--- config.mk ---
export PLATFORM = sky130hd
export DESIGN_NAME = down_timer_flat
export DESIGN_NICKNAME = d
export VERILOG_FILES = /design/src/rtl/down_timer_pkg.sv /design/src/rtl/down_timer_if.sv /design/src/rtl/down_timer_presc.sv /design/src/rtl/down_timer.sv /design/src/flat_wrapper.sv
export SDC_FILE = /design/constraint.sdc
export NUM_CORES = 1
export LEC_CHECK = 0
export CORE_MARGIN = 2
export CORE_UTILIZATION = 32
export CTS_BUF_LIST = sky130_fd_sc_hd__clkbuf_16
export CTS_CLUSTER_SIZE = 25
export DETAILED_ROUTE_END_ITERATION = 10
export PLACE_DENSITY_LB_ADDON = 0.1
export SYNTH_ARGS = -nofsm -noshare
export SYNTH_HDL_FRONTEND = slang
export SYNTH_SLANG_ARGS = --single-unit
--- constraint.sdc ---
create_clock -name clk -period 2.7 [get_ports clk]
set_input_delay 0.81 -clock clk [delete_from_list [all_inputs] [get_ports clk]]
set_output_delay 0.81 -clock clk [all_outputs]
set_load 0.02 [all_outputs]
--- src/rtl/down_timer_pkg.sv ---
`default_nettype none
// ============================================================================
//  Module      : down_timer_pkg
//  Description : Shared types and helpers for the down_timer block.
//                - dt_state_t : timer FSM state encoding (2 bits)
//                - presc_width: width of the prescaler counter
//  Revision    : 1.0 - initial release
// ============================================================================
package down_timer_pkg;

    typedef enum logic [1:0] {
        IDLE = 2'd0,
        RUN  = 2'd1,
        DONE = 2'd2
    } dt_state_t;

    // Bits needed to count 0..div-1; never less than one bit so the
    // prescaler register stays legal when div == 1.
    function automatic int presc_width(input int div);
        int w;
        w = $clog2(div);
        return (w < 1) ? 1 : w;
    endfunction

endpackage : down_timer_pkg
`default_nettype wire

--- src/rtl/down_timer_if.sv ---
`default_nettype none
// ============================================================================
//  Module      : down_timer_if
//  Description : Control/status bundle of the down_timer.
//                master : drives en, load, load_val, start, abort;
//                         observes count, busy, done, zero
//                slave  : the timer side (directions reversed)
//  Revision    : 1.0 - initial release
// ============================================================================
interface down_timer_if #(
    parameter int WIDTH = 8
);
    logic             en;
    logic             load;
    logic [WIDTH-1:0] load_val;
    logic             start;
    logic             abort;
    logic [WIDTH-1:0] count;
    logic             busy;
    logic             done;
    logic             zero;

    modport master (
        output en, load, load_val, start, abort,
        input  count, busy, done, zero
    );

    modport slave (
        input  en, load, load_val, start, abort,
        output count, busy, done, zero
    );
endinterface : down_timer_if
`default_nettype wire

--- src/rtl/down_timer_presc.sv ---
`default_nettype none
// ============================================================================
//  Module      : down_timer_presc
//  Description : Tick prescaler. Counts enabled cycles 0..PRESC_DIV-1 and
//                emits tick on the enabled cycle at PRESC_DIV-1.
//  Ports       : clk  - clock
//                rst  - asynchronous active-high reset
//                clr  - synchronous clear (counter back to 0, no tick)
//                en   - count enable
//                tick - one-cycle decrement strobe
//  Revision    : 1.0 - initial release
// ============================================================================
module down_timer_presc
    import down_timer_pkg::*;
#(
    parameter int PRESC_DIV = 1
) (
    input  wire logic clk,
    input  wire logic rst,
    input  wire logic clr,
    input  wire logic en,
    output logic      tick
);
    localparam int              c_W    = presc_width(PRESC_DIV);
    localparam logic [c_W-1:0]  c_LAST = c_W'(PRESC_DIV - 1);

    logic [c_W-1:0] r_cnt;
    logic           w_last;

    // With PRESC_DIV == 1 the counter is pinned at 0 and w_last is always
    // true, so tick reduces to en.
    assign w_last = (r_cnt == c_LAST);
    assign tick   = en & w_last & ~clr;

    always_ff @(posedge clk or posedge rst) begin
        if (rst) begin
            r_cnt <= '0;
        end else if (clr) begin
            r_cnt <= '0;
        end else if (en) begin
            r_cnt <= w_last ? '0 : r_cnt + c_W'(1);
        end
    end
endmodule : down_timer_presc
`default_nettype wire

--- src/rtl/down_timer.sv ---
`default_nettype none
// ============================================================================
//  Module      : down_timer
//  Description : Loadable down-counting timer. Loads a start value,
//                decrements on (prescaled) enabled ticks while running and
//                pulses done for one cycle on reaching zero.
//  Ports       : clk - clock, rising edge
//                rst - asynchronous active-high reset
//                bus - down_timer_if.slave
//                      in : en, load, load_val, start, abort
//                      out: count, busy, done (state decode), zero (comb.)
//  Config      : DOWN_TIMER_AUTO_RELOAD_EN - when defined, DONE reloads the
//                last loaded value and re-enters RUN (periodic mode).
//  Revision    : 1.0 - initial release
// ============================================================================
module down_timer
    import down_timer_pkg::*;
#(
    parameter int WIDTH     = 8,
    parameter int PRESC_DIV = 1
) (
    input wire logic    clk,
    input wire logic    rst,
    down_timer_if.slave bus
);
    dt_state_t        r_state;
    logic [WIDTH-1:0] r_count;
    logic [WIDTH-1:0] w_start_cnt;
    logic             w_tick;
    logic             w_presc_clr;

`ifdef DOWN_TIMER_AUTO_RELOAD_EN
    // The reload register only exists in the build that reads it back.
    logic [WIDTH-1:0] r_reload;
`endif

    // Count value a same-cycle start would see in IDLE (load applied first).
    assign w_start_cnt = bus.load ? bus.load_val : r_count;

    // Prescaler restarts on every load and outside RUN; the IDLE/DONE
    // clear also covers start, which is only honoured in IDLE.
    assign w_presc_clr = (r_state != RUN) | bus.load;

    down_timer_presc #(
        .PRESC_DIV (PRESC_DIV)
    ) u_presc (
        .clk  (clk),
        .rst  (rst),
        .clr  (w_presc_clr),
        .en   (bus.en),
        .tick (w_tick)
    );

    always_ff @(posedge clk or posedge rst) begin
        if (rst) begin
            r_state  <= IDLE;
            r_count  <= '0;
`ifdef DOWN_TIMER_AUTO_RELOAD_EN
            r_reload <= '0;
`endif
        end else begin
            case (r_state)
                IDLE: begin
                    if (bus.load) begin
                        r_count  <= bus.load_val;
`ifdef DOWN_TIMER_AUTO_RELOAD_EN
                        r_reload <= bus.load_val;
`endif
                    end
                    if (bus.start && (w_start_cnt != '0)) begin
                        r_state <= RUN;
                    end
                end

                RUN: begin
                    if (bus.abort) begin
                        r_state <= IDLE;
                    end else if (bus.load) begin
                        r_count  <= bus.load_val;
`ifdef DOWN_TIMER_AUTO_RELOAD_EN
                        r_reload <= bus.load_val;
`endif
                        if (bus.load_val == '0) begin
                            r_state <= DONE;
                        end
                    end else if (w_tick) begin
                        r_count <= r_count - WIDTH'(1);
                        if (r_count == WIDTH'(1)) begin
                            r_state <= DONE;
                        end
                    end
                end

                DONE: begin
`ifdef DOWN_TIMER_AUTO_RELOAD_EN
                    if (bus.abort || (r_reload == '0)) begin
                        r_state <= IDLE;
                        r_count <= '0;
                    end else begin
                        r_state <= RUN;
                        r_count <= r_reload;
                    end
`else
                    r_state <= IDLE;
                    r_count <= '0;
`endif
                end

                default: begin
                    r_state <= IDLE;
                end
            endcase
        end
    end

    assign bus.count = r_count;
    assign bus.busy  = (r_state == RUN);
    assign bus.done  = (r_state == DONE);
    assign bus.zero  = (r_count == '0);
endmodule : down_timer
`default_nettype wire
--- src/flat_wrapper.sv ---
// flat-port wrapper written by rule: the top's interface ports become plain ports
module down_timer_flat import down_timer_pkg::*;
#(
    parameter int WIDTH     = 8,
    parameter int PRESC_DIV = 1
)
  (clk, rst, bus_en, bus_load, bus_load_val, bus_start, bus_abort, bus_count, bus_busy, bus_done, bus_zero);
  down_timer_if #(.WIDTH(WIDTH)) bus_i ();
  input wire logic clk;
  input wire logic rst;
  input wire logic [$bits(bus_i.en)-1:0] bus_en;
  input wire logic [$bits(bus_i.load)-1:0] bus_load;
  input wire logic [$bits(bus_i.load_val)-1:0] bus_load_val;
  input wire logic [$bits(bus_i.start)-1:0] bus_start;
  input wire logic [$bits(bus_i.abort)-1:0] bus_abort;
  output wire logic [$bits(bus_i.count)-1:0] bus_count;
  output wire logic [$bits(bus_i.busy)-1:0] bus_busy;
  output wire logic [$bits(bus_i.done)-1:0] bus_done;
  output wire logic [$bits(bus_i.zero)-1:0] bus_zero;
  assign bus_i.en = bus_en;
  assign bus_i.load = bus_load;
  assign bus_i.load_val = bus_load_val;
  assign bus_i.start = bus_start;
  assign bus_i.abort = bus_abort;
  assign bus_count = bus_i.count;
  assign bus_busy = bus_i.busy;
  assign bus_done = bus_i.done;
  assign bus_zero = bus_i.zero;
  down_timer #(.WIDTH(WIDTH), .PRESC_DIV(PRESC_DIV)) u_core (.clk(clk), .rst(rst), .bus(bus_i));
endmodule
==> run summary, run 1 <==
Mapped Cells -> 94
CTS Buf Count -> 3
DR vias -> 851
Setup Skew -> 0.000372 ns
Reg2reg start -> u_core.bus.count[0]
Placed cell area -> 1170 um2
Finished layout cell area -> 1240 um2
Root buf cell -> clkbuf_16
Slew margin rel. -> 65.7%
Clk Latency, worst-skew pair -> 0.23 ns
Tightest Pin Transition -> 0.511 ns
NumNets Final -> 151
Min-delay src -> u_core.r_state[1]
Postcts setup bufs -> 0
Detail Route Antenna Nets -> 0
EDFF count, synth -> 0
Area share of the largest cell type after synthesis -> 30.6%
Vias per cell -> 5.29
Synth Flop Type -> dfrtp_1
Crit path from -> u_core.r_state[1]
Register area share after synthesis -> 30.6%
CTS Buffer Depth -> 2
Post-route DRC -> 0
CTS tree -> yes
Worst Hold Class -> reg2reg
Worst VDD drop -> 566 uV
First-pass DRT Iterations -> 4
Reg clk slew, reported paths -> 0.04 ns
Min cycle time layout -> 2.57 ns
Setup crit start kind -> flop
Core Box Area -> 2450 um2
WL per Instance -> 14.4 um
Combined area of the multi-input logic cells -> 536 um2
Crit path buffers/inverters -> 2
H-tree levels -> 1
F_max -> 390 MHz
Die width -> 54.6 um
Boundary Pins -> 25
Share of flip-flops with an asynchronous set or reset -> 100%
Cts hold-fix bufs -> 0
Clock sinks -> 10
Max Cap Viol -> 0
CP endpoint kind -> primary output
Worst path max stage delay -> 0.67 ns
Status -> finished, final reports clean
Initial Utilization -> 33.3%
CP cell instances -> inv_1, ha_1, clkdlybuf4s50_1
Crit Path Max Fanout -> 9
Synth area leader -> dfrtp_1
CP top delay family -> buffers and inverters
Share of cells above drive strength 1 -> 16.8%
Crit share post-route -> 95.0%
Drt total wl -> 2.33 mm
Yosys warnings -> 0
Cell Rows -> 18
Mapped Area -> 818 um2
Slowest cell on crit path -> clkdlybuf4s50_1
Mapped Nets -> 113
Die Area -> 2980 um2
First-pass GRT wire length -> 3.81 mm
Critical path type -> reg2out
DRT iter0 DRCs -> 11
PortBufs -> 24
Fillers -> 248
Seq cells post-synth -> 10
WP data required -> 1.89 ns
Critical Path AT -> 1.76 ns
Top cells by count, synth -> dfrtp_1 (10), nand2_1 (8), a21oi_1 (7), o21ai_0 (7), inv_1 (6)
Mean post-synth cell area -> 8.71 um2
Fin. Hold Viols -> 0
Pwr/cell area -> 1130 nW/um2
Total global routing overflow -> 0
RSZ-0062 raised after global routing -> no
Antenna cells -> 0
Fin. max-slew vios -> 0
Synthesis-to-layout area growth -> 51.8%
Die H -> 54.6 um
Tot GR Track Use -> 18.0%
Register area -> 250 um2
Synth cell types -> 35
GPL Wtd Cong -> 0.774
Number of global-route vias before repair -> 833
Most numerous cell in the Yosys netlist -> dfrtp_1
DPL Wire Length -> 1.76 mm
Final setup vio count -> 0
Largest net degree at the start of global routing -> 13
Antenna violations before repair -> 0
Setup tns final -> 0 ns
Synth top area cells -> dfrtp_1 (31%), ha_1 (7.6%), nor4_2 (4.6%)
Static Leak -> 0.540 nW
[layout make-up]
cell class	count	share of cell area, %
Inverter	6	1.81
Clock inverter	1	0.302
Clock buffer	3	6.04
Multi-Input combinational cell	76	43.1
Sequential cell	10	20.1
Tap cell	30	3.02
Timing Repair Buffer	35	25.6
[where the power goes]
group	switching (W)	internal (W)	total, W
clock	0.0000678	0.000194	0.000262
combinational	0.000461	0.000414	0.000875
sequential	0.0000556	0.000212	0.000268
total	0.000585	0.000820	0.00140
[flip-flops by register name, indices dropped and copies added (netlist names)]
register,flops
u_core.r_state,2
u_core.bus.count,8
[path summary, 6_finish.rpt]
check	end	slack, ns	cells past startpoint
worst max-delay path	bus_busy	0.13	3
worst min register to register	u_core.r_state[1]	0.58	1
worst max register to register	u_core.bus.count[6]	0.90	8
min in group asynchronous	u_core.bus.count[2]	0.87	2
max in group asynchronous	u_core.r_state[1]	1.53	2
worst min-delay path	u_core.r_state[1]	0.58	1
[what timing repair did]
item,4_1_cts,5_1_grt
endpoints found under the hold margin,0,0
endpoints found under the setup margin,1,1
pin swaps,0,0
gates resized for setup,1,3
[stage by stage]
stage / setup WS, ns / hold slack [ns] / std cells / util (%) / total power (W)
floorplan: 0.163 / 0.532 / 94 / - / 0.000774
global placement: 0.0431 / 0.558 / 157 / 47.6 / 0.00114
detailed placement: 0.0374 / 0.573 / 157 / 47.6 / 0.00114
CTS: 0.0553 / 0.581 / 161 / 50.8 / 0.00142
global route: 0.0303 / 0.612 / 161 / 50.6 / 0.00152
finish: 0.135 / 0.578 / 161 / 50.6 / 0.00140
[layout by cell type (no fill, tap or decap), types with 2 or more instances in the layout]
cell and instances:
nand2b_1 4, nand2_1 8, clkdlybuf4s50_1 23, xnor2_1 2, clkbuf_16 3, o21ai_1 2, a22oi_1 4, a21o_1 2
buf_4 11, a21oi_1 7, nor2b_1 2, nor3_2 2, nor4_2 3, inv_1 6, nor2_1 5, ha_1 5
a2bb2oi_1 2, nor3b_1 2, o21ai_0 7, nor3_1 2, dfrtp_1 10, xor2_1 2
[metal layers]
| metal | global-route usage [%] | up-vias | wire, um |
|---|---|---|---|
| met5 | 0 | - | 0 |
| met4 | 7.92 | 0 | 33 |
| met3 | 2.46 | 4 | 124 |
| met2 | 28.1 | 24 | 1090 |
| met1 | 24.7 | 401 | 1080 |
| li1 | - | 422 | - |
[cells by family (layout without fill, tap and decap cells)]
kind of cell / Yosys count / after routing / share of synthesized area (%)
AND/OR/NAND/NOR: 34 / 34 / 26.8
AO/OA/AOI/OAI: 32 / 32 / 25.5
flip-flops: 10 / 10 / 30.6
buffers and inverters: 8 / 45 / 3.98
adder cells (fa/ha/maj): 5 / 5 / 7.65
XOR/XNOR: 4 / 4 / 4.28
multiplexers: 1 / 1 / 1.22
No activity file was read; power rests on OpenSTA's default activity.
==> run 2: changes to the inputs <==
--- a/config.mk
+++ b/config.mk
@@ -5,7 +5,6 @@
 export SDC_FILE = /design/constraint.sdc
 export NUM_CORES = 1
 export LEC_CHECK = 0
-export CORE_MARGIN = 2
 export CORE_UTILIZATION = 32
 export CTS_BUF_LIST = sky130_fd_sc_hd__clkbuf_16
 export CTS_CLUSTER_SIZE = 25
==> run summary, run 2 (synthesis gave the netlist of run 1 again) <==
Antenna cells -> 0
DPL Wire Length -> 1.67 mm
CP endpoint kind -> primary output
Tightest Pin Transition -> 0.500 ns
Switch share -> 41.5%
Final setup vio count -> 0
Fin. max-slew vios -> 0
Reg2reg start -> u_core.bus.count[1]
Die H -> 52.6 um
Comb pwr share -> 62.1%
Max Cap Viol -> 0
Detail Route Antenna Nets -> 0
H-tree levels -> 1
Status -> finished, final reports clean
First-pass GRT wire length -> 3.84 mm
Setup tns final -> 0 ns
First-pass DRT Iterations -> 4
Crit path buffers/inverters -> 2
Drt total wl -> 2.19 mm
Critical path type -> reg2out
Largest net degree at the start of global routing -> 11
Vias per cell -> 5.21
Worst path max stage delay -> 0.39 ns
Flop pwr share -> 19.0%
Crit Path Max Fanout -> 2
Crit share post-route -> 91.2%
NumNets Final -> 151
WP data required -> 1.89 ns
Pwr/cell area -> 1130 nW/um2
Min cycle time layout -> 2.46 ns
CTS tree -> yes
DRT iter0 DRCs -> 20
RSZ-0062 raised after global routing -> no
Reg clk slew, reported paths -> 0.04 ns
Critical Path AT -> 1.65 ns
Clock power frac -> 19.0%
Antenna violations before repair -> 0
Die Area -> 2760 um2
Placed cell area -> 1170 um2
Cts hold-fix bufs -> 0
Number of global-route vias before repair -> 848
Worst VDD drop -> 701 uV
WL per Instance -> 13.8 um
Slowest cell on crit path -> or3b_4
PortBufs -> 24
CTS Buffer Depth -> 2
Commonest non-fill, non-tap cell in the layout -> clkdlybuf4s50_1
Fin. Hold Viols -> 0
Finished layout cell area -> 1240 um2
Post-route DRC -> 0
Share of cells above drive strength 1 -> 16.8%
Setup Skew -> 0.00477 ns
Placed instance count -> 155
Postcts setup bufs -> 0
GPL Wtd Cong -> 0.791
Largest register FFs -> 8
Root buf cell -> clkbuf_16
Setup crit start kind -> flop
CP cell instances -> inv_1, ha_1, or3b_4, nor3b_1, clkbuf_2
Internal power -> 0.000824 W
Crit path from -> u_core.bus.count[1]
Cell Rows -> 17
Clk Latency, worst-skew pair -> 0.24 ns
Synthesis-to-layout area growth -> 51.5%
Non-filler instance count after layout -> 159
Most frequent cells in the layout -> clkdlybuf4s50_1 (23), buf_4 (11), dfrtp_1 (10), nand2_1 (8)
Min-delay src -> u_core.r_state[1]
CTS Buf Count -> 3
Slew margin rel. -> 66.4%
Tot GR Track Use -> 19.1%
P_sw -> 0.000583 W
Clock sinks -> 10
Total global routing overflow -> 0
Static Leak -> 0.539 nW
CP top delay family -> simple AND/OR/NAND/NOR gates
Core Box Area -> 2320 um2
Worst Hold Class -> reg2reg
Die width -> 52.6 um
Boundary Pins -> 25
DR vias -> 828
Initial Utilization -> 35.3%
F_max -> 406 MHz
run 2: stage by stage:
stage,hold WS (ns),utilization (%),total power [W],worst slack [ns]
floorplan,0.532,-,0.000774,0.163
global placement,0.551,50.3,0.00114,0.0660
detailed placement,0.567,50.3,0.00113,0.0428
CTS,0.581,53.6,0.00141,0.0670
global route,0.588,53.5,0.00152,0.0861
finish,0.570,53.5,0.00141,0.237
run 2: final timing paths:
kind	slack, ns	cells past startpoint	end
setup / recovery	0.24	5	bus_zero
min in group asynchronous	0.86	2	u_core.bus.count[6]
hold / removal	0.57	1	u_core.r_state[1]
max in group asynchronous	1.55	2	u_core.bus.count[0]
setup reg to reg	0.94	8	u_core.bus.count[6]
hold reg to reg	0.57	1	u_core.r_state[1]
run 2: power by group through the flow:
stage               Sequential [W]  Clock, W  Combinational [W]
global route              0.000279  0.000276           0.000964
finish                    0.000267  0.000267           0.000873
global placement          0.000266         0           0.000870
CTS                       0.000267  0.000271           0.000874
detailed placement        0.000270         0           0.000864
floorplan                 0.000353         0           0.000421
run 2: final cells by class:
type	count	area, um2
fillers	226	1080
clock inverters	1	3.75
multi-input cells	76	536
inverters	6	22.5
clock buffers	3	75.1
well taps	28	35.0
flip-flops and latches	10	250
repair buffers	35	318
run 2: repair_timing:
item	4_1_cts	5_1_grt
gates resized for setup	1	3
setup endpoints to repair	1	1
pin swaps	0	0
run 2: routing by layer:
| metal | GRT usage (%) | wire, um | vias up |
|---|---|---|---|
| li1 | - | - | 426 |
| met2 | 30.8 | 1040 | 16 |
| met3 | 2.90 | 62 | 4 |
| met4 | 8.33 | 38 | 0 |
| met1 | 25.0 | 1050 | 382 |
| met5 | 0 | 0 | - |
==> run 3: changes to the inputs <==
--- a/config.mk
+++ b/config.mk
@@ -5,6 +5,8 @@
 export SDC_FILE = /design/constraint.sdc
 export NUM_CORES = 1
 export LEC_CHECK = 0
+export CELL_PAD_IN_SITES_DETAIL_PLACEMENT = 1
+export CELL_PAD_IN_SITES_GLOBAL_PLACEMENT = 1
 export CORE_UTILIZATION = 32
 export CTS_BUF_LIST = sky130_fd_sc_hd__clkbuf_16
 export CTS_CLUSTER_SIZE = 25
==> run summary, run 3 (synthesis gave the netlist of run 1 again) <==
Crit share post-route -> 92.6%
Comb pwr share -> 62.6%
RSZ-0062 raised after global routing -> no
Synthesis-to-layout area growth -> 51.5%
Max Cap Viol -> 0
Antenna cells -> 0
CTS tree -> yes
Setup Skew -> 0.00102 ns
Setup tns final -> 0 ns
CP top delay family -> simple AND/OR/NAND/NOR gates
Core Box Area -> 2320 um2
Die width -> 52.6 um
WL per Instance -> 16.7 um
Root buf cell -> clkbuf_16
Most frequent cells in the layout -> clkdlybuf4s50_1 (23), buf_4 (11), dfrtp_1 (10), nand2_1 (8)
H-tree levels -> 1
Largest register FFs -> 8
F_max -> 400 MHz
Register area -> 250 um2
Tightest Pin Transition -> 0.589 ns
Min cycle time layout -> 2.50 ns
GPL Wtd Cong -> 0.776
Worst slack, placed -> 0.00761 ns
NumNets Final -> 151
Total global routing overflow -> 0
Reg clk slew, reported paths -> 0.04 ns
Placed instance count -> 155
DRT iter0 DRCs -> 6
Grt met3 use -> 2.61%
P_sw -> 0.000616 W
Clock power frac -> 18.6%
Crit Path Max Fanout -> 2
Boundary Pins -> 25
Met1 Use GR -> 28.2%
Postcts setup bufs -> 0
GR Util met2 -> 39.9%
Static Leak -> 0.539 nW
Final setup vio count -> 0
Fillers -> 279
Non-filler instance count after layout -> 159
Antenna violations before repair -> 0
Gr busiest metal -> met2
CTS Buffer Depth -> 2
DPL Wire Length -> 2.06 mm
Clock sinks -> 10
Cts hold-fix bufs -> 0
Setup crit start kind -> flop
Die H -> 52.6 um
Pwr/cell area -> 1160 nW/um2
First-pass GRT wire length -> 4.40 mm
First-pass DRT Iterations -> 3
Combined area of the multi-input logic cells -> 536 um2
Largest net degree at the start of global routing -> 11
Critical Path AT -> 1.69 ns
Share of cells above drive strength 1 -> 16.8%
Placed cell area -> 1170 um2
Crit path buffers/inverters -> 2
Worst VDD drop -> 538 uV
Cell Rows -> 17
Critical path type -> reg2out
Flop pwr share -> 18.8%
WP data required -> 1.89 ns
Worst path max stage delay -> 0.39 ns
Finished layout cell area -> 1240 um2
Number of global-route vias before repair -> 931
Fin util -> 53.5%
Status -> finished, final reports clean
Tot GR Track Use -> 22.3%
Switch share -> 42.8%
Initial Utilization -> 35.3%
Commonest non-fill, non-tap cell in the layout -> clkdlybuf4s50_1
Slew margin rel. -> 60.4%
Clk Latency, worst-skew pair -> 0.24 ns
PortBufs -> 24
Fin. Hold Viols -> 0
Post-route DRC -> 0
CP endpoint kind -> primary output
CTS Buf Count -> 3
Detail Route Antenna Nets -> 0
Fin worst setup slack -> 0.200 ns
Slowest cell on crit path -> or3b_4
Fin. max-slew vios -> 0
Drt total wl -> 2.66 mm
Internal power -> 0.000823 W
Worst Hold Class -> reg2reg
DR vias -> 862
CP cell instances -> inv_1, ha_1, or3b_4, nor3b_1, clkbuf_2
Die Area -> 2760 um2
Vias per cell -> 5.42
run 3: repair_timing:
action	CTS	global route
cloned	0	0
gates resized for setup	1	3
endpoints found under the setup margin	1	1
pin swaps	0	0
run 3: layout make-up:
type                            instances  share of cell area [%]
Timing Repair Buffer                   35                    25.6
Multi-Input combinational cell         76                    43.2
Sequential cell                        10                    20.2
Inverter                                6                    1.82
Clock buffer                            3                    6.05
Tap cell                               28                    2.83
Clock inverter                          1                   0.303
run 3: per-stage QoR:
step / total power, W / hold slack [ns]
finish: 0.00144 / 0.578
global route: 0.00154 / 0.609
CTS: 0.00145 / 0.585
detailed placement: 0.00117 / 0.576
global placement: 0.00115 / 0.564
floorplan: 0.000774 / 0.532
run 3: power groups by stage:
stage          logic [W]  registers [W]  clock network [W]
2_1_floorplan   0.000421       0.000353                  0
3_3_place_gp    0.000882       0.000270                  0
3_5_place_dp    0.000897       0.000274                  0
4_1_cts         0.000913       0.000271           0.000269
5_1_grt         0.000987       0.000281           0.000276
6_report        0.000902       0.000271           0.000267
run 3: metal layers:
metal | up-vias | routed length [um]
met5 | - | 0
met4 | 0 | 9
met3 | 2 | 67
met2 | 18 | 1350
met1 | 425 | 1230
li1 | 417 | -
run 3: worst register-to-register path, cell delays in order (launching register included):
cell and delay, ns:
dfrtp_1 0.38, inv_1 0.09, ha_1 0.20, or3b_4 0.40, buf_4 0.15, nor3_2 0.12, xor2_1 0.09, a32oi_1 0.21
nand2_1 0.09
run 3: final timing paths:
kind                                startpoint                  end  slack [ns]  cells after the start
min in group asynchronous                  rst  u_core.bus.count[3]        0.87                      2
min reg2reg                  u_core.r_state[1]    u_core.r_state[1]        0.58                      1
min                          u_core.r_state[1]    u_core.r_state[1]        0.58                      1
max reg2reg                u_core.bus.count[1]  u_core.bus.count[6]        0.87                      8
max                        u_core.bus.count[1]             bus_zero        0.20                      5
max in group asynchronous                  rst    u_core.r_state[1]        1.55                      2
